`src/rtl/arb_mux_pkg.sv`:
```
// Shared defaults and helpers for the arbitrated multiplexer slice.
package arb_mux_pkg;

  localparam int ARB_MUX_DEF_WIDTH = 32;
  localparam int ARB_MUX_DEF_N     = 4;

  // Grant index width; a single channel still gets a 1-bit index.
  function automatic int idx_width(input int n);
    return (n <= 1) ? 1 : $clog2(n);
  endfunction

endpackage

```
`src/rtl/rr_pick.sv`:
```
// Combinational picker: first valid channel at or above ptr, wrapping to 0.
module rr_pick
  import arb_mux_pkg::*;
#(
  parameter int N    = ARB_MUX_DEF_N,
  parameter int IDXW = idx_width(N)
) (
  input  logic [N-1:0]    valid,
  input  logic [IDXW-1:0] ptr,
  output logic [N-1:0]    grant,
  output logic [IDXW-1:0] idx
);

  logic found;

  // Two passes instead of modular indexing: upper segment [ptr, N-1], then wrapped segment [0, ptr-1].
  always_comb begin
    grant = '0;
    idx   = '0;
    found = 1'b0;
    for (int unsigned j = 0; j < N; j++) begin
      if (!found && valid[j] && (j >= 32'(ptr))) begin
        found    = 1'b1;
        grant[j] = 1'b1;
        idx      = IDXW'(j);
      end
    end
    for (int unsigned j = 0; j < N; j++) begin
      if (!found && valid[j] && (j < 32'(ptr))) begin
        found    = 1'b1;
        grant[j] = 1'b1;
        idx      = IDXW'(j);
      end
    end
  end

endmodule

```
`src/rtl/arb_mux.sv`:
```
// N-channel arbitrated mux with registered output and valid/ready handshakes.
// Define ARB_MUX_RR_EN for round-robin; otherwise fixed priority (lowest index wins).
module arb_mux
  import arb_mux_pkg::*;
#(
  parameter  int WIDTH = ARB_MUX_DEF_WIDTH,
  parameter  int N     = ARB_MUX_DEF_N,
  localparam int IDXW  = idx_width(N)
) (
  input  logic               CLK,
  input  logic               RST,
  input  logic [N*WIDTH-1:0] ARB_IN,
  input  logic [N-1:0]       ARB_InValid,
  output logic [N-1:0]       ARB_InReady,
  output logic [WIDTH-1:0]   ARB_OUT,
  output logic               ARB_OutValid,
  input  logic               ARB_OutReady,
  output logic [IDXW-1:0]    ARB_GrantIdx
);

  logic             ld;
  logic             in_xfer;
  logic [N-1:0]     grant;
  logic [IDXW-1:0]  win_idx;
  logic [IDXW-1:0]  ptr;
  logic [WIDTH-1:0] win_data;

  rr_pick #(
    .N    (N),
    .IDXW (IDXW)
  ) u_pick (
    .valid (ARB_InValid),
    .ptr   (ptr),
    .grant (grant),
    .idx   (win_idx)
  );

  assign ld          = ~ARB_OutValid | ARB_OutReady;
  assign ARB_InReady = grant & {N{ld}};
  assign in_xfer     = |ARB_InReady;

  // Grant is one-hot, so an AND-OR mux selects the winner's data.
  always_comb begin
    win_data = '0;
    for (int unsigned j = 0; j < N; j++) begin
      if (grant[j]) win_data = win_data | ARB_IN[j*WIDTH +: WIDTH];
    end
  end

  always_ff @(posedge CLK or posedge RST) begin
    if (RST) begin
      ARB_OUT      <= '0;
      ARB_GrantIdx <= '0;
      ARB_OutValid <= 1'b0;
    end else if (in_xfer) begin
      ARB_OUT      <= win_data;
      ARB_GrantIdx <= win_idx;
      ARB_OutValid <= 1'b1;
    end else if (ARB_OutReady) begin
      ARB_OutValid <= 1'b0;
    end
  end

`ifdef ARB_MUX_RR_EN
  always_ff @(posedge CLK or posedge RST) begin
    if (RST) begin
      ptr <= '0;
    end else if (in_xfer) begin
      ptr <= (win_idx == IDXW'(N - 1)) ? '0 : win_idx + IDXW'(1);
    end
  end
`else
  assign ptr = '0;
`endif

endmodule

```
`config.mk`:
```
export PLATFORM = sky130hd
export DESIGN_NAME = arb_mux
export DESIGN_NICKNAME = d
export VERILOG_FILES = /design/src/rtl/arb_mux_pkg.sv /design/src/rtl/rr_pick.sv /design/src/rtl/arb_mux.sv
export SDC_FILE = /design/constraint.sdc
export NUM_CORES = 1
export LEC_CHECK = 0
export BUFFER_PORTS_ARGS = -buffer_cell sky130_fd_sc_hd__buf_4
export CAP_MARGIN = 40
export CORE_UTILIZATION = 25
export DETAILED_ROUTE_END_ITERATION = 8
export HOLD_SLACK_MARGIN = 0.1
export PLACE_DENSITY_LB_ADDON = 0.15
export SYNTH_ARGS = -nofsm -noshare
export SYNTH_HDL_FRONTEND = slang
export SYNTH_HIERARCHICAL = 1
export SYNTH_SLANG_ARGS = --single-unit
```
`constraint.sdc`:
```
create_clock -name CLK -period 2.4 [get_ports CLK]
set_clock_uncertainty 0.15 [all_clocks]
set_input_delay 0.24 -clock CLK [delete_from_list [all_inputs] [get_ports CLK]]
set_output_delay 0.24 -clock CLK [all_outputs]
set_load 0.01 [all_outputs]
```
==> results of run 1 <==
[stage by stage]
step	setup slack [ns]	hold WS (ns)	power [W]	cell area (sq um)
2_1_floorplan	0.522	0.244	0.00140	2380
3_3_place_gp	0.481	0.236	0.00193	3760
3_5_place_dp	0.458	0.239	0.00194	3760
4_1_cts	0.470	0.135	0.00237	3860
5_1_grt	0.409	0.147	0.00249	3860
6_report	0.473	0.148	0.00233	3860
[sequential cells by signal, summed over array words and instances (netlist names)]
signal,flops
ARB_GrantIdx,2
ARB_OutValid,1
ARB_OUT,32
[where the power goes]
group | internal, W | leakage, nW | switching [W] | total, W
Sequential | 0.000754 | 0.428 | 0.0000973 | 0.000851
Clock | 0.000203 | 0.0412 | 0.000210 | 0.000413
Combinational | 0.000658 | 1.52 | 0.000412 | 0.00107
Total | 0.00161 | 1.99 | 0.000719 | 0.00233
[critical path, cell delays in order]
cell     delay (ns)
buf_4          0.13
a21o_1         0.15
a21oi_1        0.12
o21a_1         0.19
buf_4          0.39
and2_1         0.19
buf_4          0.11
[metal layers]
layer	global-route usage (%)	share of wire (%)	vias up
li1	-	-	1182
met1	19.5	42	1131
met2	28.5	52	78
met3	2.81	4.4	4
met4	3.96	1.0	0
met5	0	0	-
[what timing repair did]
item / 4_1_cts / 5_1_grt
hold endpoints to repair: 35 / 0
buffers inserted: 0 / 0
hold buffers: 1 / 0
[area by class of cell]
class,count,share of cell area [%]
Timing Repair Buffer,184,36.2
Multi-Input combinational cell,167,35.0
Sequential cell,35,22.7
Tap cell,111,3.60
Clock buffer,6,1.88
Clock inverter,2,0.324
Inverter,3,0.292
[worst min path at each step]
| stage | from | to | slack [ns] | cells after the start |
|---|---|---|---|---|
| finish | ARB_IN[84] | ARB_OUT[20] | 0.15 | 4 |
| global placement | RST | ARB_OUT[9] | 0.24 | 3 |
| detailed placement | RST | ARB_OUT[9] | 0.24 | 3 |
| CTS | ARB_IN[84] | ARB_OUT[20] | 0.13 | 4 |
| floorplan | RST | ARB_GrantIdx[0] | 0.24 | 1 |
| global route | ARB_IN[112] | ARB_OUT[16] | 0.15 | 4 |
[cell usage after synthesis, drive strengths merged]
library cell | count | share of area, %
a22oi | 64 | 20
nand2 | 36 | 5.7
dfrtp | 35 | 37
mux2 | 34 | 21
buf | 18 | 4.9
clkbuf | 6 | 1.1
and2 | 5 | 1.3
a21oi | 4 | 1.3
inv | 3 | 0.48
a221oi | 2 | 1.0
nor2 | 2 | 0.32
nor2b | 2 | 0.53
o21a | 2 | 0.63
o21ai | 2 | 0.42
a21o | 1 | 0.32
a2bb2oi | 1 | 0.37
and3 | 1 | 0.26
conb | 1 | 0.16
mux2i | 1 | 0.42
nand2b | 1 | 0.26
nand3b | 1 | 0.32
nor4 | 1 | 0.90
o21bai | 1 | 0.32
o221a | 1 | 0.48
o22ai | 1 | 0.26
[logic make-up after synthesis]
family | share of synthesized area, %
compound gates | 25.4
simple gates | 9.62
mux | 21.4
flops | 37.0
buf+inv | 6.45
other cells | 0.158
[layout by cell type, fill, tap and decap left out, types with 2 or more instances in the layout]
cell	synthesis	routed
buf_4	2	182
a22oi_1	64	64
nand2_1	36	36
dfrtp_1	35	35
mux2_4	30	30
and2_1	5	5
clkbuf_8	0	5
mux2_2	4	4
conb_1	1	4
inv_1	3	3
a21oi_1	3	3
nor2_1	2	2
nor2b_1	2	2
o21a_1	2	2
==> qor.csv, run 1 <==
stage,metric,value,unit
synthesis,post-synthesis cell count,226,
placed_design,Buffers on Ports,173,
cells_and_area,area of the multi-input gates,1350,sq um
route,per-cell routed wire length,15.3,um
floorplan,Die Wd,99.3,um
critical_path,Worst Path Max Fanout,33,
cts,clock sinks,35,
min_path,Worst Hold Class,input pin to register,
global_route,largest net degree at the start of global routing,36,
cells_and_area,ANT cells,0,
sta,Fmax,0.519,GHz
floorplan,die height,99.3,um
synthesis,"flops & latches, synth",35,
global_route,initial antenna violation count,0,
cells_and_area,final core utilization,41.9,%
route,drt pass-1 iters,4,
cts,Num CTS Buffers,5,
critical_path,critical path capture point type,output port,
cts,CTS root buf,clkbuf_8,
critical_path,Crit Path Category,input pin to output port,
sta,Fin. Hold Viols,0,
critical_path,Setup crit end,ARB_InReady[2],
route,antenna-violating nets left,0,
global_route,GRT overflow,0,
cts,CTS H-tree lvls,2,
cells_and_area,register area,876,sq um
route,vias,2395,
sta,Sum Neg Setup Slack,0,ns
critical_path,CP required,2.01,ns
cts,Bufs on Longest Clock Path,2,
critical_path,slack of the worst reg-to-reg path,0.95,ns
floorplan,Core Region,9200,sq um
critical_path,worst r2r src,ARB_OutValid,
cts,"Reg clk slew, reported paths",0.08,ns
floorplan,I/O pins,174,
route,Initial DRC Count,85,
sta,fin crit period,1.93,ns
pwr,pwr dens,605,nW/um^2
sta,Final Max Tran Viols,0,
global_route,first-pass GRT wire length,12300,um
synthesis,"Avg Cell Area, Syn",10.5,sq um
critical_path,crit path launch type,input pin,
global_route,Tot GR Track Use,15.8,%
sta,Final period util,80.3,%
flow_run,max cap viols,0,
cts,CTS tree,yes,
outcome,status,finished clean,
cells_and_area,Fill cells,924,
floorplan,Rows,35,
cells_and_area,share of cells above drive strength 1,57.4,%
critical_path,R2R cell count,3,
global_route,vias in the first global route,2446,
placed_design,Placed Cells,499,
floorplan,Die ar.,9860,sq um
synthesis,synth unique cells,33,
pwr,leakage,1.99,nW
sta,unrepaired setup endpoints after global routing,no,
cells_and_area,Nets,531,
synthesis,area of the mapped netlist,2370,sq um
route,final WL,7780,um
critical_path,CP startpoint,ARB_InValid[0],
critical_path,R2R Path End,ARB_OUT[30],
cells_and_area,Synth-to-Final Area Change,62.9,%
pwr,maximum VDD drop,0.265,mV
synthesis,sequential-to-total area share from yosys stat,37.0,%
cells_and_area,Finished Layout Cells,508,
placed_design,Post-DP HPWL,5990,um
critical_path,crit path DAT,1.54,ns
route,Vias/cell,4.71,
synthesis,total number of yosys warnings,6,
placed_design,GP Congestion,0.772,
cts,insertion delay to the later sink of the worst-skew pair,0.27,ns
route,DRC Markers,0,
sta,setup violators final,0,
floorplan,initial core utilization,25.7,%
cts,CTS resizes,0,
No activity file was read; power rests on OpenSTA's default activity.
==> run 2, diff against run 1 <==
clock period = 1.9 ns   (was 2.4 ns; I/O delays follow)
==> qor.csv, run 2 (same netlist as run 1, synthesis figures left out) <==
stage,metric,value,unit,change
outcome,status,finished clean,,
cts,CTS root buf,clkbuf_8,,
cells_and_area,most frequent cells in the layout,"buf_4 (180), a22oi_1 (64), nand2_1 (36), dfrtp_1 (35), mux2_4 (30)",,
min_path,hold path depth,4,,unchanged
placed_design,Post-DP HPWL,5980,um,about the same
critical_path,R2R cell count,3,,unchanged
floorplan,die height,99.3,um,unchanged
sta,Fin. Hold Viols,0,,unchanged
min_path,Worst Hold Class,input pin to register,,
critical_path,CP required,1.93,ns,-0.08 ns
global_route,first-pass GRT wire length,13200,um,+6.7%
route,vias,2573,,+7.4%
cells_and_area,ANT cells,0,,unchanged
cts,Num CTS Buffers,5,,unchanged
cells_and_area,Biggest register,ARB_OUT,,
floorplan,Die ar.,9860,sq um,unchanged
cts,number of post-CTS setup repair buffers,0,,unchanged
critical_path,Critical Path Most Common Cell,dlygate4sd3_1,,
critical_path,crit path launch type,input pin,,
global_route,initial antenna violation count,0,,unchanged
critical_path,Worst Path Max Fanout,1,,-97%
critical_path,"Slowest-stage cell, CP",dlygate4sd3_1,,
global_route,largest net degree at the start of global routing,36,,unchanged
floorplan,Core Region,9200,sq um,unchanged
sta,Final period util,95.5,%,
cts,"Reg clk slew, reported paths",0.08,ns,about the same
critical_path,critical path capture point type,register,,
cts,CTS tree,yes,,
route,Vias/cell,4.81,,+2.0%
floorplan,I/O pins,174,,unchanged
floorplan,initial core utilization,25.7,%,unchanged
global_route,vias in the first global route,2661,,+8.8%
floorplan,Die Wd,99.3,um,unchanged
critical_path,Crit Path Category,input pin to register,,
cts,insertion delay to the later sink of the worst-skew pair,0.29,ns,+0.02 ns
critical_path,critical-path cell list,"dlygate4sd3_1, buf_4, a22oi_1, dlygate4sd3_1, nand2_1, mux2_4",,
global_route,GRT overflow,0,,unchanged
route,antenna-violating nets left,0,,unchanged
cells_and_area,Nets,558,,+5.1%
pwr,pwr dens,784,nW/um^2,+30%
floorplan,Rows,35,,unchanged
pwr,leakage,2.13,nW,+7.1%
sta,setup violators final,0,,unchanged
route,Initial DRC Count,78,,-8.2%
cts,clock sinks,35,,unchanged
critical_path,max incr delay on CP,0.57,ns,+0.18 ns
route,DRC Markers,0,,unchanged
placed_design,Buffers on Ports,173,,unchanged
sta,Fmax,0.551,GHz,
cells_and_area,final core utilization,45.7,%,+3.8 points
sta,fin crit period,1.81,ns,
cells_and_area,Synth-to-Final Area Change,77.6,%,
critical_path,crit path DAT,1.84,ns,+0.30 ns
sta,unrepaired setup endpoints after global routing,no,,
cts,CTS H-tree lvls,2,,unchanged
cts,Bufs on Longest Clock Path,2,,unchanged
flow_run,max cap viols,0,,unchanged
route,final WL,8360,um,+7.4%
cells_and_area,Largest register FFs,32,,unchanged
route,per-cell routed wire length,15.6,um,+2.0%
cells_and_area,"commonest non-fill, non-tap cell in the layout",buf_4,,
sta,Final Max Tran Viols,0,,unchanged
cells_and_area,share of cells above drive strength 1,54.0,%,-3.4 points
cells_and_area,largest registers,"ARB_OUT: 32 flops, ARB_GrantIdx: 2 flops, ARB_OutValid: 1 flops",,
route,drt pass-1 iters,4,,unchanged
sta,Hold WS,0.104,ns,-0.0440 ns
global_route,Tot GR Track Use,17.0,%,+1.1 points
placed_design,GP Congestion,0.766,,-0.74%
pwr,maximum VDD drop,0.323,mV,+22%
-- run 2: changes by cell type in the layout (fill, tap and decap cells not counted) --
cell	delta
buf_4	-2
buf_12	+1
bufinv_16	+2
buf_6	+1
clkinv_2	-1
o221a_2	-1
dlygate4sd3_1	+27
clkbuf_1	-1
o221a_4	+1
-- run 2: routing by layer --
metal,part of all wire (%),vias up,wire length [um],global-route usage (%)
met1,40,1241,3370,20.7
met2,53,90,4450,30.3
met3,4.6,10,384,2.81
li1,-,1232,-,-
met4,1.8,0,148,5.54
met5,0,-,0,0
-- run 2: worst paths after layout --
check / startpoint / to / slack [ns]
worst max-delay path: ARB_IN[97] / ARB_OUT[1] / 0.09
worst min-delay path: ARB_IN[127] / ARB_OUT[31] / 0.10
worst min register to register: ARB_OUT[14] / ARB_OUT[14] / 0.36
min in group asynchronous: RST / ARB_OUT[9] / 0.42
max in group asynchronous: RST / ARB_OUT[7] / 0.85
worst max register to register: ARB_OutValid / ARB_OUT[0] / 0.42
-- run 2: layout make-up --
type	count	area [sq um]
repair buffers	211	1680
clock buffers	5	68.8
flip-flops and latches	35	876
inverters	3	11.3
fillers	886	4990
multi-input cells	167	1360
well taps	111	139
clock inverters	3	67.6
-- run 2: repair_timing --
action | in CTS | in global routing
endpoints found under the hold margin | 52 | 0
hold buffers | 28 | 0
setup endpoints to repair | 0 | 3
gates resized for setup | 0 | 2
-- run 2: stage by stage --
step | total power [W] | cells | setup WS [ns] | TNS [ns] | area, sq um
global route | 0.00349 | 535 | 0.0399 | 0 | 4200
floorplan | 0.00177 | 229 | 0.0720 | 0 | 2380
detailed placement | 0.00246 | 500 | -0.00687 | -0.0157 | 3780
finish | 0.00330 | 535 | 0.0854 | 0 | 4200
global placement | 0.00245 | 500 | 0.0292 | 0 | 3780
CTS | 0.00333 | 536 | 0.0463 | 0 | 4200
-- run 2: worst max-delay path: cells and delay by family --
| family | cells | cell delay [ns] |
|---|---|---|
| simple gates | 1 | 0.05 |
| mux | 1 | 0.25 |
| buf+inv | 3 | 1.24 |
| compound gates | 1 | 0.12 |
-- run 2: power by group --
group	internal, W	switching [W]	leakage, nW	total, W
sequential	0.000952	0.000127	0.428	0.00108
clock	0.000523	0.000274	0.0644	0.000797
combinational	0.000879	0.000541	1.64	0.00142
==> run 3, diff against run 2 <==
==> constraint.sdc (replaced) <==
create_clock -name CLK -period 1.9 [get_ports CLK]
set_clock_uncertainty 0.15 [all_clocks]
set_input_delay 0.285 -clock CLK [delete_from_list [all_inputs] [get_ports CLK]]
set_output_delay 0.285 -clock CLK [all_outputs]
set_load 0.01 [all_outputs]
==> qor.csv, run 3 (same netlist as run 1, synthesis figures left out) <==
stage,metric,value,unit,change
critical_path,critical-path cell list,"buf_4, buf_4, nand2_1, and3_1, buf_8, and2_1, buf_4",,
cells_and_area,"commonest non-fill, non-tap cell in the layout",buf_4,,
global_route,vias in the first global route,2479,,-6.8%
floorplan,Die ar.,9860,sq um,unchanged
critical_path,worst r2r src,ARB_OutValid,,
placed_design,"Cell Area, Placed",3800,sq um,+0.60%
critical_path,Top Family by Delay on Critical Path,buffers and inverters,,
sta,Final period util,95.6,%,+0.13 points
cells_and_area,ANT cells,0,,unchanged
cts,Bufs on Longest Clock Path,2,,unchanged
global_route,first-pass GRT wire length,12200,um,-7.1%
cells_and_area,share of cells above drive strength 1,57.6,%,+3.6 points
pwr,total power draw,0.00297,W,-10%
floorplan,Core Region,9200,sq um,unchanged
critical_path,"Slowest-stage cell, CP",buf_8,,
floorplan,die height,99.3,um,unchanged
global_route,initial antenna violation count,0,,unchanged
cells_and_area,cell area after layout,3910,sq um,-7.1%
critical_path,critical path capture point type,output port,,
flow_run,max cap viols,0,,unchanged
placed_design,pre-CTS setup slack,-0.0940,ns,-0.0872 ns
global_route,Tot GR Track Use,15.8,%,-1.1 points
critical_path,Critical Path Most Common Cell,buf_4,,
sta,setup violators final,0,,unchanged
critical_path,Worst Path Max Fanout,33,,+32
cells_and_area,most frequent cells in the layout,"buf_4 (183), a22oi_1 (64), nand2_1 (36), dfrtp_1 (35), mux2_4 (30)",,
cts,CTS root buf,clkbuf_8,,
cts,clock sinks,35,,unchanged
sta,Final Max Tran Viols,0,,unchanged
cells_and_area,Synth-to-Final Area Change,65.1,%,
critical_path,crit path DAT,1.38,ns,-0.46 ns
pwr,pwr dens,760,nW/um^2,-3.1%
min_path,Worst Hold Class,input pin to register,,
sta,Fin. Hold Viols,0,,unchanged
sta,Fmax,0.550,GHz,-0.13%
route,antenna-violating nets left,0,,unchanged
cells_and_area,register area,876,sq um,unchanged
min_path,Hold Path Origin,ARB_IN[116],,
global_route,GRT overflow,0,,unchanged
floorplan,initial core utilization,25.7,%,unchanged
cells_and_area,largest registers,"ARB_OUT: 32 flops, ARB_GrantIdx: 2 flops, ARB_OutValid: 1 flops",,
critical_path,Crit Path Category,input pin to output port,,
critical_path,worst path buffer plus inverter count,4,,+1
cells_and_area,Largest register FFs,32,,unchanged
placed_design,Buffers on Ports,173,,unchanged
placed_design,GP Congestion,0.819,,+6.9%
critical_path,CP startpoint,ARB_InValid[0],,
pwr,leakage,2.02,nW,-5.4%
route,DRC Markers,0,,unchanged
sta,unrepaired setup endpoints after global routing,no,,
floorplan,I/O pins,174,,unchanged
route,per-cell routed wire length,15.5,um,-0.83%
critical_path,CP required,1.46,ns,-0.47 ns
route,Initial DRC Count,60,,-23%
cts,number of post-CTS setup repair buffers,0,,unchanged
sta,final worst slack,0.0830,ns,-0.00239 ns
cts,"Reg clk slew, reported paths",0.07,ns,about the same
route,vias,2401,,-6.7%
critical_path,crit path launch type,input pin,,
sta,fin crit period,1.82,ns,+0.00239 ns
floorplan,Die Wd,99.3,um,unchanged
route,drt pass-1 iters,4,,unchanged
cts,insertion delay to the later sink of the worst-skew pair,0.28,ns,about the same
cells_and_area,Fill cells,931,,+5.1%
route,Vias/cell,4.69,,-2.5%
cells_and_area,area of the multi-input gates,1350,sq um,-0.64%
outcome,status,finished clean,,
cells_and_area,Nets,535,,-4.1%
global_route,largest net degree at the start of global routing,36,,unchanged
pwr,maximum VDD drop,0.349,mV,+8.0%
cts,CTS tree,yes,,
placed_design,Post-DP HPWL,6190,um,+3.4%
cts,CTS H-tree lvls,2,,unchanged
critical_path,max incr delay on CP,0.26,ns,-0.31 ns
route,final WL,7930,um,-5.1%
floorplan,Rows,35,,unchanged
cts,Num CTS Buffers,5,,unchanged
cells_and_area,Biggest register,ARB_OUT,,
==> run 3: changes by cell type in the layout (fill, tap and decap cells not counted), sizes merged <==
cell | before | now
buf | 183 | 187
clkbuf | 5 | 7
clkinv | 0 | 1
bufinv | 2 | 0
clkinvlp | 1 | 0
dlygate4sd3 | 28 | 1
==> run 3: final timing paths <==
check                            endpoint  slack, ns  cells past startpoint
max                        ARB_InReady[1]       0.08                      7
min                           ARB_OUT[20]       0.19                      4
max reg2reg                   ARB_OUT[30]       0.46                      3
min reg2reg                   ARB_OUT[12]       0.36                      1
max in group asynchronous    ARB_OutValid       0.77                      4
min in group asynchronous      ARB_OUT[3]       0.51                      4
==> run 3: tightest hold or removal path: stages <==
cell     delay [ns]
buf_4          0.08
a22oi_1        0.05
nand2_1        0.06
mux2_4         0.13
==> run 3: cell type report <==
cell class,instances,area share [%]
Clock inverter,1,0.128
Inverter,3,0.288
Clock buffer,7,1.95
Sequential cell,35,22.4
Timing Repair Buffer,188,37.1
Multi-Input combinational cell,167,34.5
Tap cell,111,3.55
==> run 3: what timing repair did <==
action                                 in CTS  in global routing
setup endpoints to repair                   1                  2
hold buffers                                1                  0
endpoints found under the hold margin      35                  0
gates resized for setup                     1                  2
==> run 3: where the power goes <==
group	switching, W	internal [W]	total, W
clock network	0.000258	0.000257	0.000515
logic	0.000528	0.000848	0.00138
registers	0.000124	0.000953	0.00108
total	0.000910	0.00206	0.00297
==> run 3: metrics by stage <==
| step | util, % | hold slack (ns) | setup TNS [ns] | instances |
|---|---|---|---|---|
| floorplan | - | 0.289 | 0 | 229 |
| finish | 42.5 | 0.188 | 0 | 512 |
| detailed placement | 41.4 | 0.284 | -2.01 | 503 |
| global route | 42.5 | 0.194 | 0 | 512 |
| CTS | 42.4 | 0.181 | 0 | 512 |
| global placement | 41.4 | 0.278 | -1.10 | 503 |
==> run 3: layer usage <==
layer | share of wire (%) | up-vias | GRT usage [%]
met4 | 1.2 | 0 | 4.52
met5 | 0 | - | 0
met1 | 42 | 1130 | 18.7
met2 | 53 | 69 | 29.5
met3 | 3.8 | 7 | 2.46
li1 | - | 1195 | -
